## config.mk

```make
export PLATFORM = sky130hd
export DESIGN_NAME = line_fetch
export DESIGN_NICKNAME = d
export VERILOG_FILES = /design/src/rtl/line_fetch.sv
export SDC_FILE = /design/constraint.sdc
export NUM_CORES = 1
export LEC_CHECK = 0
export ABC_AREA = 0
export CORE_ASPECT_RATIO = 1.25
export CORE_MARGIN = 5
export CORE_UTILIZATION = 45
export CTS_BUF_LIST = sky130_fd_sc_hd__clkbuf_4
export DETAILED_ROUTE_END_ITERATION = 12
export GPL_TIMING_DRIVEN = 0
export HOLD_SLACK_MARGIN = 0.12
export PLACE_DENSITY_LB_ADDON = 0.1
export SLEW_MARGIN = 20
export SYNTH_ARGS = -nofsm -noshare
export SYNTH_HDL_FRONTEND = slang
export SYNTH_SLANG_ARGS = --single-unit
```

## constraint.sdc

```tcl
create_clock -name clk -period 2.5 [get_ports clk]
set_clock_uncertainty 0.1 [all_clocks]
set_input_delay 0.5 -clock clk [delete_from_list [all_inputs] [get_ports clk]]
set_output_delay 0.5 -clock clk [all_outputs]
set_load 0.02 [all_outputs]
```

## src/rtl/line_fetch.sv

```systemverilog
// Line fetcher: reads one video line pixel-by-pixel from memory and streams it out.
// Optional start/end-of-line markers (pix_sol/pix_eol) when LINE_FETCH_SOL_EOL_EN is defined.
module line_fetch #(
  parameter int unsigned LINE_NUMBER_WIDTH = 16,
  parameter int unsigned PIXELS_PER_LINE   = 128,
  parameter int unsigned ADDR_WIDTH        = 16,
  parameter int unsigned DATA_WIDTH        = 24
) (
  input  logic                         clk,
  input  logic                         nrst,
  input  logic                         en,
  input  logic [LINE_NUMBER_WIDTH-1:0] line_number,
  output logic                         line_data_ready,
  output logic                         mem_rd_req,
  output logic [ADDR_WIDTH-1:0]        mem_addr,
  input  logic                         mem_rd_gnt,
  input  logic                         mem_rd_valid,
  input  logic [DATA_WIDTH-1:0]        mem_rd_data,
  output logic                         pix_valid,
  input  logic                         pix_ready,
  output logic [DATA_WIDTH-1:0]        pix_data
`ifdef LINE_FETCH_SOL_EOL_EN
  ,
  output logic                         pix_sol,
  output logic                         pix_eol
`endif
);

  localparam int unsigned IDX_W = (PIXELS_PER_LINE > 1) ? $clog2(PIXELS_PER_LINE) : 1;
  localparam logic [IDX_W-1:0] LAST_IDX = IDX_W'(PIXELS_PER_LINE - 1);

  typedef enum logic [2:0] {
    IDLE,
    REQ,
    WAIT,
    OUT,
    DONE
  } state_t;

  state_t                       state;
  logic [LINE_NUMBER_WIDTH-1:0] line_q;
  logic [IDX_W-1:0]             idx_q;
  logic [ADDR_WIDTH-1:0]        start_addr_c;
  logic [ADDR_WIDTH-1:0]        next_addr_c;

  // Address arithmetic wraps modulo 2^ADDR_WIDTH by construction.
  assign start_addr_c = ADDR_WIDTH'(line_number) * ADDR_WIDTH'(PIXELS_PER_LINE);
  assign next_addr_c  = ADDR_WIDTH'(line_q) * ADDR_WIDTH'(PIXELS_PER_LINE)
                      + ADDR_WIDTH'(idx_q) + ADDR_WIDTH'(1);

  always_ff @(posedge clk or negedge nrst) begin
    if (!nrst) begin
      state           <= IDLE;
      line_q          <= '0;
      idx_q           <= '0;
      mem_addr        <= '0;
      mem_rd_req      <= 1'b0;
      pix_valid       <= 1'b0;
      pix_data        <= '0;
      line_data_ready <= 1'b0;
`ifdef LINE_FETCH_SOL_EOL_EN
      pix_sol         <= 1'b0;
      pix_eol         <= 1'b0;
`endif
    end else begin
      case (state)
        IDLE: begin
          if (en) begin
            line_q     <= line_number;
            idx_q      <= '0;
            mem_addr   <= start_addr_c;
            mem_rd_req <= 1'b1;
            state      <= REQ;
          end
        end
        REQ: begin
          if (mem_rd_gnt) begin
            mem_rd_req <= 1'b0;
            state      <= WAIT;
          end
        end
        WAIT: begin
          if (mem_rd_valid) begin
            pix_data  <= mem_rd_data;
            pix_valid <= 1'b1;
`ifdef LINE_FETCH_SOL_EOL_EN
            pix_sol   <= (idx_q == '0);
            pix_eol   <= (idx_q == LAST_IDX);
`endif
            state     <= OUT;
          end
        end
        OUT: begin
          if (pix_ready) begin
            pix_valid <= 1'b0;
`ifdef LINE_FETCH_SOL_EOL_EN
            pix_sol   <= 1'b0;
            pix_eol   <= 1'b0;
`endif
            if (idx_q == LAST_IDX) begin
              line_data_ready <= 1'b1;
              state           <= DONE;
            end else begin
              idx_q      <= idx_q + IDX_W'(1);
              mem_addr   <= next_addr_c;
              mem_rd_req <= 1'b1;
              state      <= REQ;
            end
          end
        end
        DONE: begin
          line_data_ready <= 1'b0;
          state           <= IDLE;
        end
        default: state <= IDLE;
      endcase
    end
  end

endmodule

```

==> metrics.log <==
[metrics] outcome: complete, no violations
[metrics] Pleak: 1.45 nW
[metrics] Data required, critical path: 2.69 ns
[metrics] share of the synthesized area in compound gates (AO/OA/AOI/OAI): 11.5%
[metrics] clock tree root buffer cell: clkbuf_4
[metrics] mapped cell area: 2550 µm²
[metrics] main combinational cell family by area after synthesis: simple AND/OR/NAND/NOR gates
[metrics] hold_ws: 0.414 ns
[metrics] Die Footprint: 7280 µm²
[metrics] count of different cell masters after synthesis: 39
[metrics] total grt overflow: 0
[metrics] Max stage delay on crit path: 0.47 ns
[metrics] GRT Overall Usage: 17.8%
[metrics] setup TNS: 0 ns
[metrics] area fraction in and, or, nand and nor cells after synthesis: 16.6%
[metrics] switching component of the power: 1.64 mW
[metrics] first-pass iteration count of the detailed router: 4
[metrics] switching share of power: 39.2%
[metrics] starting DRC count in detailed routing: 111
[metrics] worst min-delay path startpoint: line_q[8]
[metrics] clk slew on worst S/H paths: 0.15 ns
[metrics] standard cell core area: 5480 µm²
[metrics] total clock sinks: 55
[metrics] commonest cells after routing, fill and taps aside: clkdlybuf4s50_1 (80), dfrtp_1 (55), nand2_1 (35), mux2_2 (26), o21ai_0 (16)
[metrics] arrival time worst endpoint: 2.37 ns
[metrics] via count of the first global-routing pass: 2170
[metrics] Worst-Margin Slew: 0.970 ns
[metrics] CTS tree: yes
[metrics] adder-cell share of the synthesized area: less than 1%
[metrics] DPL Wire Length: 4.48 mm
[metrics] max_slew headroom: 35.1%
[metrics] DR vias/cell: 5.45
[metrics] number of H-tree branching levels: 2
[metrics] number of vias after detailed routing: 2113
[metrics] Max IR drop VDD: roughly 0.00060 V
[metrics] worst hold path type: reg -> reg
[metrics] synthesized-area fraction occupied by xor and xnor cells: 1.72%
[metrics] number of instances resized during post-cts repair: 0
[metrics] Critical R2R Launch: mem_addr[0]
[metrics] final period demand of the worst path: 2.17 ns
[metrics] clock buffers created by TritonCTS: 5
[metrics] routed len/inst: 15.8 µm
[metrics] Tcrit/Tclk final: 86.8%
[metrics] fraction of power consumed by the clock network: a little under an eighth
[metrics] share of Yosys cell area claimed by the top area cell type: between 50% and 60%
[metrics] register area share after synthesis: 54.0%
[metrics] fin nets: between 300 and 400
[metrics] share of final-layout standard cells stronger than drive strength 1: 16.0%
[metrics] count of hold buffers inserted by post-cts repair: 1
[metrics] antenna violations before repair: 0
[metrics] final estimated routing congestion in global placement: 0.861
[metrics] Fmax: between 400 and 500 MHz
[metrics] biggest area contributors in the synthesized netlist: dfrtp_1 (54%), mux2_2 (11%), nand2_1 (5.2%), o21ai_0 (3.1%), nand3_1 (2.0%)
[metrics] count of pins over their slew limit: 0
[metrics] logic gate share of total power: about 53%
[metrics] number of buffers on the longest clock path: 2
[metrics] overall routed net length: 6.13 mm
[metrics] total I/O pin count: 89
[metrics] antenna-violating nets left: 0
[metrics] row count: 30
[metrics] total power density per cell area: 1190 nW/µm²
[metrics] first-pass GRT wire length: 10.7 mm
[metrics] cell type with the highest aggregate area in the netlist: dfrtp_1
[metrics] average size of a mapped cell: around 11 µm²
[metrics] reg-to-reg slack, setup: 0.33 ns
[metrics] count of buffers from port buffering: 81
[metrics] maximum net fanout on the critical path: 9
[metrics] number of cell instances on the worst register-to-register path: 6
[metrics] critical-path cell list: ha_1 > nand2_1 > or2_2 > clkbuf_1 > nand3_1 > o31ai_1
[metrics] remaining routing DRC violations: 0
[metrics] buffers inserted during post-CTS setup optimization: 0
[metrics] Hold Vio Cnt, Final: 0
[metrics] setup repair after global routing missed its margin: no
[metrics] launching element type of the critical path: flip-flop
[metrics] Starting Density: 46.5%
[metrics] CP Class: reg -> reg
[metrics] cell internal pwr: 2.54 mW
[metrics] maximum number of pins on one net before global-route repair: 56
[metrics] flop and latch count out of synthesis: 55
[metrics] maximum capacitance violations: 0
[metrics] number of cells traversed by the worst hold path: 2
[metrics] Min-Delay Endpoint: line_q[8]
[metrics] sequential power share: 35.9%
[metrics] die span in y: 94.2 µm
[metrics] commonest non-fill, non-tap cell in the layout: clkdlybuf4s50_1
[metrics] number of warnings reported in the yosys synthesis log: 0
[metrics] Finish-stage setup viols: 0
[metrics] endpoint kind of the worst setup timing path: flip-flop
[metrics] cell count after synthesis: about 230
[metrics] mux cell area share after synthesis: 11.9%
[metrics] net count after synthesis: 281
[metrics] synthesis-to-layout area growth: 38.2%
[metrics] Die Wd: 77.3 µm
[metrics] clock latency on the worst-skew pair: ~0.38 ns
[metrics] slowest cell on the critical path: dfrtp_1
[metrics] endpoint of the lowest-slack register-to-register path: mem_addr[3]
[metrics] diodes inserted: 0
-- power groups by stage --
stage / Sequential [mW] / Clock [mW] / Combinational, mW
after floorplan: 1.85 / 0 / 0.948
after global placement: 1.51 / 0 / 2.18
after detailed placement: 1.52 / 0 / 2.21
after CTS: 1.50 / 0.506 / 2.22
after global routing: 1.56 / 0.543 / 2.36
final: 1.50 / 0.485 / 2.19
-- cells by family (layout without fill, tap and decap cells) --
logic type / count (synthesis) / in the layout
and+or+nand+nor: 85 / 85
xor gates and xnor gates: 5 / 5
DFF: 55 / 55
adders and majority gates: 1 / 1
AOI/OAI and AO/OA: 45 / 45
muxes: 27 / 27
buffers and inverters: 16 / 106
-- layout make-up --
class | count | area [µm²]
Inverter | 2 | 7.51
Clock inverter | 3 | 38.8
Timing Repair Buffer | 82 | 818
Sequential cell | 55 | 1380
Buffer | 14 | 90.1
Fill cell | 482 | 1960
Multi-Input combinational cell | 163 | 1080
Tap cell | 64 | 80.1
Clock buffer | 5 | 37.5
-- worst max-delay path by stage --
stage               cells after the start  slack (ns)      endpoint   startpoint
finish                                  6        0.33   mem_addr[3]  mem_addr[0]
detailed placement                      6       -0.02   mem_addr[8]    pix_ready
global route                            6        0.18   mem_addr[3]  mem_addr[0]
CTS                                     5        0.33  mem_addr[11]     state[0]
floorplan                               6        0.59  mem_addr[13]  mem_addr[0]
global placement                        1       -0.93  mem_addr[10]         nrst
-- registers in the layout (all words and copies together), names as in the netlist --
signal / flops
pix_data: 24
mem_addr: 16
line_q: 9
state: 3
line_data_ready: 1
mem_rd_req: 1
pix_valid: 1
-- critical path: cells and delay by family, from the launching register on --
family / cells / cell delay [ns]
and+or+nand+nor: 3 / 0.65
DFF: 1 / 0.47
AOI/OAI and AO/OA: 1 / 0.36
adders and majority gates: 1 / 0.31
buffers and inverters: 1 / 0.20
-- through the flow --
stage | utilization [%] | cell area, µm² | setup WS, ns | instances | total power, mW
final | 64.3 | 3520 | 0.330 | 388 | 4.18
after CTS | 64.3 | 3520 | 0.328 | 388 | 4.22
after global routing | 64.3 | 3520 | 0.184 | 388 | 4.46
after global placement | 62.8 | 3440 | -0.927 | 379 | 3.69
after floorplan | - | 2550 | 0.589 | 234 | 2.80
after detailed placement | 62.7 | 3440 | -0.0248 | 379 | 3.73
-- layer usage --
metal	up-vias	GRT usage (%)	share of wire (%)
met5	-	0	0
met4	0	5.01	1.6
met3	10	4.22	6.1
met2	75	30.1	50
met1	1014	22.8	43
li1	1014	-	-
-- cells in the mapped netlist --
cell type	number
dfrtp_1	55
nand2_1	35
mux2_2	26
o21ai_0	16
nand3_1	10
nor2_1	8
a21oi_1	6
buf_2	6
nand4_1	6
o31ai_1	6
a31oi_1	5
nor3_1	5
o211ai_1	5
xnor2_1	5
or3_1	4
buf_6	3
clkbuf_1	3
o31ai_2	3
buf_4	2
inv_1	2
nand2b_1	2
nand3b_1	2
nor2b_1	2
nor4_1	2
a311oi_1	1
a32o_1	1
and2_0	1
and2_1	1
and3_1	1
and3b_1	1
ha_1	1
mux2i_1	1
nor2_2	1
nor4b_1	1
nor4b_2	1
o21a_1	1
o21ai_1	1
or2_2	1
or2_4	1
Power figures use the tool's default switching activity.
